## config.mk

```make
export PLATFORM = sky130hd
export DESIGN_NAME = a8_bus_slave_ctrl_flat
export DESIGN_NICKNAME = d
export VERILOG_FILES = /design/src/rtl/a8_bus_slave_ctrl_if.sv /design/src/rtl/a8_bus_slave_ctrl.sv /design/src/flat_wrapper.sv
export SDC_FILE = /design/constraint.sdc
export NUM_CORES = 1
export LEC_CHECK = 0
export ABC_AREA = 0
export CAP_MARGIN = 20
export CORE_ASPECT_RATIO = 0.5
export CORE_UTILIZATION = 40
export DETAILED_ROUTE_END_ITERATION = 8
export PLACE_DENSITY = 0.73
export SYNTH_ARGS = -nofsm -noshare
export SYNTH_HDL_FRONTEND = slang
export SYNTH_SLANG_ARGS = --single-unit
```

## constraint.sdc

```tcl
create_clock -name clk -period 1.88 [get_ports clk]
set_clock_uncertainty 0.1 [all_clocks]
set_input_delay 0.376 -clock clk [delete_from_list [all_inputs] [get_ports clk]]
set_output_delay 0.376 -clock clk [all_outputs]
set_load 0.01 [all_outputs]
```

## src/rtl/a8_bus_slave_ctrl_if.sv

```systemverilog
// A8 bus slave control bundle: monitor strobes, A8 data return path,
// internal memory request/acknowledge port and the error counters.
// The slave modport is the controller's view, the master modport is its environment.
interface a8_bus_slave_ctrl_if #(
  parameter int ADDR_BITS = 8
);
  // Strobes and synchronised bus values from the bus monitor
  logic                 a8_addr_strobe;
  logic                 a8_write_strobe;
  logic                 a8_read_strobe;
  logic                 a8_clk_falling;
  logic [15:0]          a8_addr;
  logic                 a8_rw_n;
  logic [7:0]           a8_data_in;
  // Read data return to the A8
  logic [7:0]           a8_data_out;
  logic                 a8_data_oe;
  logic                 a8_ext_sel;
  // Internal memory port
  logic                 mem_req;
  logic                 mem_we;
  logic [ADDR_BITS-1:0] mem_addr;
  logic [7:0]           mem_wdata;
  logic                 mem_ack;
  logic [7:0]           mem_rdata;
  // Saturating error counters
  logic [7:0]           late_count;
  logic [7:0]           miss_count;

  modport slave (
    input  a8_addr_strobe, a8_write_strobe, a8_read_strobe, a8_clk_falling,
    input  a8_addr, a8_rw_n, a8_data_in,
    output a8_data_out, a8_data_oe, a8_ext_sel,
    output mem_req, mem_we, mem_addr, mem_wdata,
    input  mem_ack, mem_rdata,
    output late_count, miss_count
  );

  modport master (
    output a8_addr_strobe, a8_write_strobe, a8_read_strobe, a8_clk_falling,
    output a8_addr, a8_rw_n, a8_data_in,
    input  a8_data_out, a8_data_oe, a8_ext_sel,
    input  mem_req, mem_we, mem_addr, mem_wdata,
    output mem_ack, mem_rdata,
    input  late_count, miss_count
  );
endinterface

```

## src/rtl/a8_bus_slave_ctrl.sv

```systemverilog
// A8 bus slave cycle sequencer: decodes a memory window and converts each hit
// into one request/acknowledge transaction on the internal memory port.
// All outputs registered; mem_req rises 1 clk after the relevant strobe, and
// a8_data_oe rises 1 clk after mem_ack.
module a8_bus_slave_ctrl #(
  parameter logic [15:0] WIN_BASE  = 16'hD500,
  parameter logic [15:0] WIN_MASK  = 16'hFF00,
  parameter int          ADDR_BITS = 8
) (
  input logic                  clk,
  input logic                  a8_rst_n,
  a8_bus_slave_ctrl_if.slave   bus
);

  typedef enum logic [2:0] {
    IDLE, RD_REQ, RD_LATE, DRIVE, WR_WAIT, WR_REQ, DONE, DRAIN
  } state_t;

  state_t               state_q;
  logic [7:0]           data_out_q;
  logic                 data_oe_q;
  logic                 ext_sel_q;
  logic                 mem_req_q;
  logic                 mem_we_q;
  logic [ADDR_BITS-1:0] mem_addr_q;
  logic [7:0]           mem_wdata_q;
  logic [7:0]           late_q;
  logic [7:0]           miss_q;
  logic                 hit;

  // Only meaningful together with a8_addr_strobe
  assign hit = ((bus.a8_addr & WIN_MASK) == (WIN_BASE & WIN_MASK));

  // Bus cycle sequencer; every output is a register written here
  always_ff @(posedge clk or negedge a8_rst_n) begin
    if (!a8_rst_n) begin
      state_q     <= IDLE;
      data_out_q  <= 8'h00;
      data_oe_q   <= 1'b0;
      ext_sel_q   <= 1'b0;
      mem_req_q   <= 1'b0;
      mem_we_q    <= 1'b0;
      mem_addr_q  <= '0;
      mem_wdata_q <= 8'h00;
      late_q      <= 8'h00;
      miss_q      <= 8'h00;
    end else begin
      case (state_q)
        IDLE: begin
          if (bus.a8_addr_strobe && hit) begin
            mem_addr_q <= bus.a8_addr[ADDR_BITS-1:0];
            ext_sel_q  <= 1'b1;
            if (bus.a8_rw_n) begin
              mem_req_q <= 1'b1;
              mem_we_q  <= 1'b0;
              state_q   <= RD_REQ;
            end else begin
              state_q   <= WR_WAIT;
            end
          end else if (bus.a8_clk_falling) begin
            ext_sel_q <= 1'b0;
            data_oe_q <= 1'b0;
          end
        end
        RD_REQ: begin
          // An ack arriving together with the read strobe still counts as on time
          if (bus.mem_ack) begin
            data_out_q <= bus.mem_rdata;
            mem_req_q  <= 1'b0;
            if (bus.a8_clk_falling) begin
              ext_sel_q <= 1'b0;
              data_oe_q <= 1'b0;
              state_q   <= IDLE;
            end else begin
              data_oe_q <= 1'b1;
              state_q   <= DRIVE;
            end
          end else begin
            if (bus.a8_read_strobe && late_q != 8'hFF) late_q <= late_q + 8'd1;
            if (bus.a8_clk_falling) begin
              ext_sel_q <= 1'b0;
              data_oe_q <= 1'b0;
              state_q   <= DRAIN;
            end else if (bus.a8_read_strobe) begin
              state_q   <= RD_LATE;
            end
          end
        end
        RD_LATE: begin
          // Data is useless now; finish the handshake and never drive the bus
          if (bus.mem_ack) begin
            mem_req_q <= 1'b0;
            if (bus.a8_clk_falling) begin
              ext_sel_q <= 1'b0;
              state_q   <= IDLE;
            end else begin
              state_q   <= DONE;
            end
          end else if (bus.a8_clk_falling) begin
            ext_sel_q <= 1'b0;
            data_oe_q <= 1'b0;
            state_q   <= DRAIN;
          end
        end
        DRIVE, DONE: begin
          if (bus.a8_clk_falling) begin
            ext_sel_q <= 1'b0;
            data_oe_q <= 1'b0;
            state_q   <= IDLE;
          end
        end
        WR_WAIT: begin
          // Cycle ending before the write strobe aborts without touching memory
          if (bus.a8_clk_falling) begin
            ext_sel_q <= 1'b0;
            data_oe_q <= 1'b0;
            state_q   <= IDLE;
          end else if (bus.a8_write_strobe) begin
            mem_wdata_q <= bus.a8_data_in;
            mem_req_q   <= 1'b1;
            mem_we_q    <= 1'b1;
            state_q     <= WR_REQ;
          end
        end
        WR_REQ: begin
          if (bus.mem_ack) begin
            mem_req_q <= 1'b0;
            mem_we_q  <= 1'b0;
            if (bus.a8_clk_falling) begin
              ext_sel_q <= 1'b0;
              state_q   <= IDLE;
            end else begin
              state_q   <= DONE;
            end
          end else if (bus.a8_clk_falling) begin
            ext_sel_q <= 1'b0;
            data_oe_q <= 1'b0;
            state_q   <= DRAIN;
          end
        end
        DRAIN: begin
          // Bus cycle is over but the memory handshake must still complete
          if (bus.a8_addr_strobe && hit && miss_q != 8'hFF) miss_q <= miss_q + 8'd1;
          if (bus.mem_ack) begin
            mem_req_q <= 1'b0;
            mem_we_q  <= 1'b0;
            state_q   <= IDLE;
          end
        end
        default: state_q <= IDLE;
      endcase
    end
  end

  assign bus.a8_data_out = data_out_q;
  assign bus.a8_data_oe  = data_oe_q;
  assign bus.a8_ext_sel  = ext_sel_q;
  assign bus.mem_req     = mem_req_q;
  assign bus.mem_we      = mem_we_q;
  assign bus.mem_addr    = mem_addr_q;
  assign bus.mem_wdata   = mem_wdata_q;
  assign bus.late_count  = late_q;
  assign bus.miss_count  = miss_q;

endmodule

```

## src/flat_wrapper.sv

```systemverilog
// flat-port wrapper written by rule: the top's interface ports become plain ports
module a8_bus_slave_ctrl_flat 
#(
  parameter logic [15:0] WIN_BASE  = 16'hD500,
  parameter logic [15:0] WIN_MASK  = 16'hFF00,
  parameter int          ADDR_BITS = 8
)
  (clk, a8_rst_n, bus_a8_addr_strobe, bus_a8_write_strobe, bus_a8_read_strobe, bus_a8_clk_falling, bus_a8_addr, bus_a8_rw_n, bus_a8_data_in, bus_a8_data_out, bus_a8_data_oe, bus_a8_ext_sel, bus_mem_req, bus_mem_we, bus_mem_addr, bus_mem_wdata, bus_mem_ack, bus_mem_rdata, bus_late_count, bus_miss_count);
  a8_bus_slave_ctrl_if #(.ADDR_BITS(ADDR_BITS)) bus_i ();
  input logic clk;
  input logic a8_rst_n;
  input wire logic [$bits(bus_i.a8_addr_strobe)-1:0] bus_a8_addr_strobe;
  input wire logic [$bits(bus_i.a8_write_strobe)-1:0] bus_a8_write_strobe;
  input wire logic [$bits(bus_i.a8_read_strobe)-1:0] bus_a8_read_strobe;
  input wire logic [$bits(bus_i.a8_clk_falling)-1:0] bus_a8_clk_falling;
  input wire logic [$bits(bus_i.a8_addr)-1:0] bus_a8_addr;
  input wire logic [$bits(bus_i.a8_rw_n)-1:0] bus_a8_rw_n;
  input wire logic [$bits(bus_i.a8_data_in)-1:0] bus_a8_data_in;
  output wire logic [$bits(bus_i.a8_data_out)-1:0] bus_a8_data_out;
  output wire logic [$bits(bus_i.a8_data_oe)-1:0] bus_a8_data_oe;
  output wire logic [$bits(bus_i.a8_ext_sel)-1:0] bus_a8_ext_sel;
  output wire logic [$bits(bus_i.mem_req)-1:0] bus_mem_req;
  output wire logic [$bits(bus_i.mem_we)-1:0] bus_mem_we;
  output wire logic [$bits(bus_i.mem_addr)-1:0] bus_mem_addr;
  output wire logic [$bits(bus_i.mem_wdata)-1:0] bus_mem_wdata;
  input wire logic [$bits(bus_i.mem_ack)-1:0] bus_mem_ack;
  input wire logic [$bits(bus_i.mem_rdata)-1:0] bus_mem_rdata;
  output wire logic [$bits(bus_i.late_count)-1:0] bus_late_count;
  output wire logic [$bits(bus_i.miss_count)-1:0] bus_miss_count;
  assign bus_i.a8_addr_strobe = bus_a8_addr_strobe;
  assign bus_i.a8_write_strobe = bus_a8_write_strobe;
  assign bus_i.a8_read_strobe = bus_a8_read_strobe;
  assign bus_i.a8_clk_falling = bus_a8_clk_falling;
  assign bus_i.a8_addr = bus_a8_addr;
  assign bus_i.a8_rw_n = bus_a8_rw_n;
  assign bus_i.a8_data_in = bus_a8_data_in;
  assign bus_a8_data_out = bus_i.a8_data_out;
  assign bus_a8_data_oe = bus_i.a8_data_oe;
  assign bus_a8_ext_sel = bus_i.a8_ext_sel;
  assign bus_mem_req = bus_i.mem_req;
  assign bus_mem_we = bus_i.mem_we;
  assign bus_mem_addr = bus_i.mem_addr;
  assign bus_mem_wdata = bus_i.mem_wdata;
  assign bus_i.mem_ack = bus_mem_ack;
  assign bus_i.mem_rdata = bus_mem_rdata;
  assign bus_late_count = bus_i.late_count;
  assign bus_miss_count = bus_i.miss_count;
  a8_bus_slave_ctrl #(.WIN_BASE(WIN_BASE), .WIN_MASK(WIN_MASK), .ADDR_BITS(ADDR_BITS)) u_core (.clk(clk), .a8_rst_n(a8_rst_n), .bus(bus_i));
endmodule
```

Word level (Yosys, flattened, before mapping)
Index checks and enable logic that the tools add are counted.
{ "word_totals": {"register_bits": 47, "inputBits": 40, "output_inout_bits": 44, "elab_cells": 92} }
{ "classes": {"addsub": 2, "eq_ne": 23, "muxes": 32, "n_bitwise": 2, "reduce_logical": 23} }
{ "op_table": {"columns": ["operator", "count"], "rows": [
  ["$mux 3", 12],
  ["$pmux 3 s6", 1],
  ["$reduce_and 6->1", 3],
  ["$add 8x1->8 const B", 2],
  ["$ne 8x8->1 const B", 2],
  ["$mux 1", 14],
  ["$ne 2x2->1 const B", 7],
  ["$eq 3x3->1 const B", 4],
  ["$reduce_and 3->1", 3],
  ["$eq 8x8->1 const B", 1],
  ["$eq 3x2->1 const B", 2],
  ["$ne 2x1->1 const B", 3],
  ["$pmux 1 s3", 2],
  ["$reduce_and 2->1", 3],
  ["$reduce_bool 3->1", 2],
  ["$reduce_or 2->1", 3],
  ["$reduce_or 6->1", 1],
  ["$ne 4x4->1 const B", 1],
  ["$pmux 1 s4", 1],
  ["$reduce_bool 4->1", 1],
  ["$reduce_or 4->1", 1],
  ["$eq 3x1->1 const B", 1],
  ["$logic_and 1x1->1", 3],
  ["$logic_not 3->1", 1],
  ["other kinds (7)", 8]
]} }

Logic depth before layout (Yosys ltp)
{ "depth": {"ltp_word": 4, "depth_mapped": 6} }

Worst setup path before layout
No wires, ideal clock.
{ "synth_path": {"kind": "input-to-reg", "startpoint": "in bus_a8_addr[9]", "endpoint": "reg u_core.mem_addr_q[0], in the netlist u_core.bus.mem_addr[0]", "setup_ps": 125, "t_arrival_ps": 1759, "slack_ps": -104, "stages": 5, "path_buffers": 1, "path_cell_list": "or3b_4 > nor4b_4 > and3_2 > buf_6 > mux2_2"} }
{ "synth_between": {"elab_chain_len": 3} }
{ "synth_rtl": {"columns": ["item", "line_no", "source"], "rows": [
  ["start: declaration", "flat_wrapper.sv:16", "input wire logic [$bits(bus_i.a8_addr)-1:0] bus_a8_addr;"],
  ["$eq 8x8->1", "a8_bus_slave_ctrl.sv:32", "assign hit = ((bus.a8_addr & WIN_MASK) == (WIN_BASE & WIN_MASK));"],
  ["$logic_and 1x1->1", "a8_bus_slave_ctrl.sv:50", "if (bus.a8_addr_strobe && hit) begin"],
  ["$reduce_and 2->1 (no line)", null, null],
  ["end signal: assignment", "a8_bus_slave_ctrl.sv:51", "mem_addr_q <= bus.a8_addr[ADDR_BITS-1:0];"],
  ["end: declaration", "a8_bus_slave_ctrl.sv:25", "logic [ADDR_BITS-1:0] mem_addr_q;"]
]} }
Every way passes these cells.
A chain may end at the register's enable or synchronous reset.

Final worst setup path
{ "layout_path": {"startpoint": "in bus_a8_addr[8]", "endpoint": "reg u_core.mem_addr_q[3], in the netlist u_core.bus.mem_addr[3]"} }
The elaborated chain is that of the path after synthesis.

==> results.py <==
metrics = {
    "outcome": {
        "outcome": "complete, no violations",
    },
    "cts": {
        "cts_tree": "built",
        "clock_sinks": 47,
        "path_clk_slew_ps": 100,
        "clk_path_buf_depth": 2,
        "htreeDepth": 2,
        "clk_latency_ps": 300,
        "numCtsBuffers": 5,
        "ctsHoldBuffers": 0,
        "root_buffer": "clkbuf_8",
    },
    "grt": {
        "use_met1": 0.239,
        "gr-usage-met2": 0.341,
        "grt.overflow.total": 0,
        "top_usage_layer": "met2",
        "grt_pass1_vias": 1754,
        "antenna_found_initial": 0,
        "track_usage": 0.190,
        "grt_max_degree": 48,
        "grt_pass1_wl_mm": 8.36,
        "use_met3": 0.0488,
    },
    "yosys": {
        "avgSynthCellArea_um2": 11.7,
        "ys_seq_area_frac": 0.526,
        "synth.area.top_cells": "dfrtp_1 53%, mux2_2 13%, xor2_1 3.9%, ha_1 2.8%, nand2_1 2.7%",
        "synth_cells": 191,
        "syn_area_um2": 2230,
        "synth_nets": 236,
        "yosys_warnings": 0,
        "synth_cell_types": 43,
        "async_flop_share": 1.00,
        "synth-main-ff-cell": "dfrtp_1",
        "yosys.area.top_type": "dfrtp_1",
        "ys_ff_latch": 47,
        "synth-edff-count": 0,
        "synth_top_area_frac": 0.526,
    },
    "setup_path": {
        "r2r_start": "u_core.state_q[2]",
        "rrSetupSlack_ps": 90,
        "worstSetupStartpoint": "bus_a8_addr[8]",
        "path_class": "primary input to flop",
        "path_max_fanout": 5,
        "cp-start-kind": "primary input",
        "cp.required_ps": 1960,
        "arrival_ps": 1890,
        "critPathCaptureType": "flop",
    },
    "detailed_routing": {
        "dr_total_vias": 1810,
        "drc": 0,
        "wl_per_cell_um": 14.3,
        "ant_nets": 0,
        "drt_iter0_markers": 51,
        "first_pass_iters": 4,
        "routed_via_density": 4.88,
        "wirelength_mm": 5.30,
    },
    "power_and_ir_drop": {
        "p_clk_frac": 0.193,
        "power.share.combinational": 0.437,
        "p_int_mw": 2.67,
        "p_seq_frac": 0.370,
        "p_sw_frac": 0.319,
        "powerDensity_nw_per_um2": 1130,
        "power_mw": 3.92,
        "p_leak_nw": 1.58,
        "vdd_drop_max_v": 0.000725,
        "p_sw_mw": 1.25,
    },
    "floorplan": {
        "fp-row-count": 18,
        "initial_core_util": 0.435,
        "die_h_um": 54.9,
        "core_um2": 5130,
        "die-area_um2": 5910,
        "top_level_ports": 84,
        "die_w_um": 108,
    },
    "timing": {
        "min_period_over_period": 0.959,
        "max_slew_margin": 0.603,
        "fmax_mhz": 555,
        "tightest_slew_ps": 596,
        "min_period_ps": 1800,
        "setup_viol": 0,
        "finalHoldViolCount": 0,
        "slew_violations": 0,
        "rsz0062_at_grt": "true",
        "fin_tns_setup_ps": 0,
    },
    "final_layout": {
        "synthToLayoutAreaGrowth_pct": 55.9,
        "nets": 345,
        "drive_gt1_frac": 0.239,
        "nFillCells": 409,
        "regArea_um2": 1180,
        "final_cells": 371,
        "multiInputGateArea_um2": 1070,
        "diodes": 0,
    },
    "place": {
        "hpwl_mm": 3.90,
        "io_buffers": 83,
        "place_inst": 359,
        "place.gp.congestion": 0.835,
    },
    "run": {
        "max_cap_violations": 0,
    },
    "min_path": {
        "hp-class": "primary input to async pin",
    },
}
power groups by stage:
stage | clock, mW | combinational (mW) | sequential [mW]
CTS | 0.777 | 1.72 | 1.45
floorplan | 0 | 0.721 | 1.59
detailed placement | 0 | 1.71 | 1.46
global placement | 0 | 1.68 | 1.44
global route | 0.820 | 1.88 | 1.49
finish | 0.758 | 1.72 | 1.45
routing by layer:
metal	wire length (um)	up-vias
met2	2650	42
met5	0	-
met1	2390	874
met4	14	0
met3	240	2
li1	-	892
cell usage in the layout, fill, tap and decap left out, types with 2 or more instances in the layout:
master           netlist  layout
clkdlybuf4s50_1        0      75
dfrtp_1               47      47
mux2_2                26      21
buf_4                  0      20
nand2_1               16      16
nor2_1                15      14
xor2_1                10      10
a21oi_1                8       8
o21ai_0                6       6
nand3_1                5       5
mux2_4                 0       5
ha_1                   5       5
clkbuf_8               1       5
dlygate4sd2_1          0       5
inv_1                  4       4
nand4_1                4       4
xnor2_1                4       4
nor2b_1                3       3
nand2b_1               3       3
buf_6                  1       3
and2_1                 2       2
nor3_2                 1       2
nor3b_1                3       2
clkdlybuf4s15_1        0       2
timing repair:
item | in CTS | in global routing
pin swaps | 5 | 1
cloned | 0 | 0
setup endpoints to repair | 21 | 27
buffers inserted | 4 | 0
resized for setup | 23 | 4
sequential cells by signal, indices dropped and copies added, names as in the netlist:
name                    count
u_core.bus.a8_ext_sel       1
u_core.bus.mem_req          1
u_core.bus.mem_addr         8
u_core.state_q              3
u_core.bus.a8_data_out      8
u_core.bus.mem_wdata        8
u_core.bus.mem_we           1
u_core.bus.a8_data_oe       1
u_core.bus.late_count       8
u_core.bus.miss_count       8
synth_stat cells, types with 2 or more instances:
cell	count
clkbuf_1	2
mux2_2	26
nand2_1	16
nand2b_1	3
a21oi_1	8
nor2b_1	3
ha_1	5
nor3b_1	3
and2_1	2
nor3_1	3
xor2_1	10
nor2_1	15
dfrtp_1	47
nand3_1	5
o21ai_0	6
inv_1	4
xnor2_1	4
nand4_1	4
cell families after synthesis:
logic type,count (synthesis),share of synthesized area
and+or+nand+nor,64,0.159
DFF,47,0.526
muxes,27,0.135
AOI/OAI and AO/OA,25,0.0728
xor gates and xnor gates,14,0.0549
buffers and inverters,9,0.0235
adders and majority gates,5,0.0280
final cells by class:
cell class,instances,share of cell area
sequential,47,0.338
multi-input combinational,135,0.306
timing repair buffer,107,0.294
tap,70,0.0251
clock buffer,5,0.0198
clock inverter,3,0.0133
inverter,4,0.00431
stage by stage:
| stage | util | setup slack, ps | hold slack (ps) | instance area [um^2] |
|---|---|---|---|---|
| after global routing | 0.678 | -29.0 | 107 | 3480 |
| final | 0.678 | 76.7 | 63.1 | 3480 |
| after global placement | 0.637 | -516 | 364 | 3270 |
| after CTS | 0.675 | 25.8 | 83.8 | 3470 |
| after floorplan | - | -104 | -19.6 | 2230 |
| after detailed placement | 0.637 | -533 | 381 | 3270 |
path summary, 6_finish.rpt:
kind                       depth (start not counted)                       end
max in group asynchronous                          2    u_core.bus.mem_addr[3]
min in group clk                                   1     u_core.bus.a8_ext_sel
hold / removal                                     2  u_core.bus.late_count[2]
hold reg to reg                                    1     u_core.bus.a8_ext_sel
setup / recovery                                   6    u_core.bus.mem_addr[3]
setup reg to reg                                   7     u_core.bus.a8_data_oe
critical path, stage by stage:
cell	delay, ps
dlygate4sd2_1	190
or3b_4	380
nor4b_4	260
and3_4	250
buf_6	140
mux2_4	300
No activity file was read; power rests on OpenSTA's default activity.
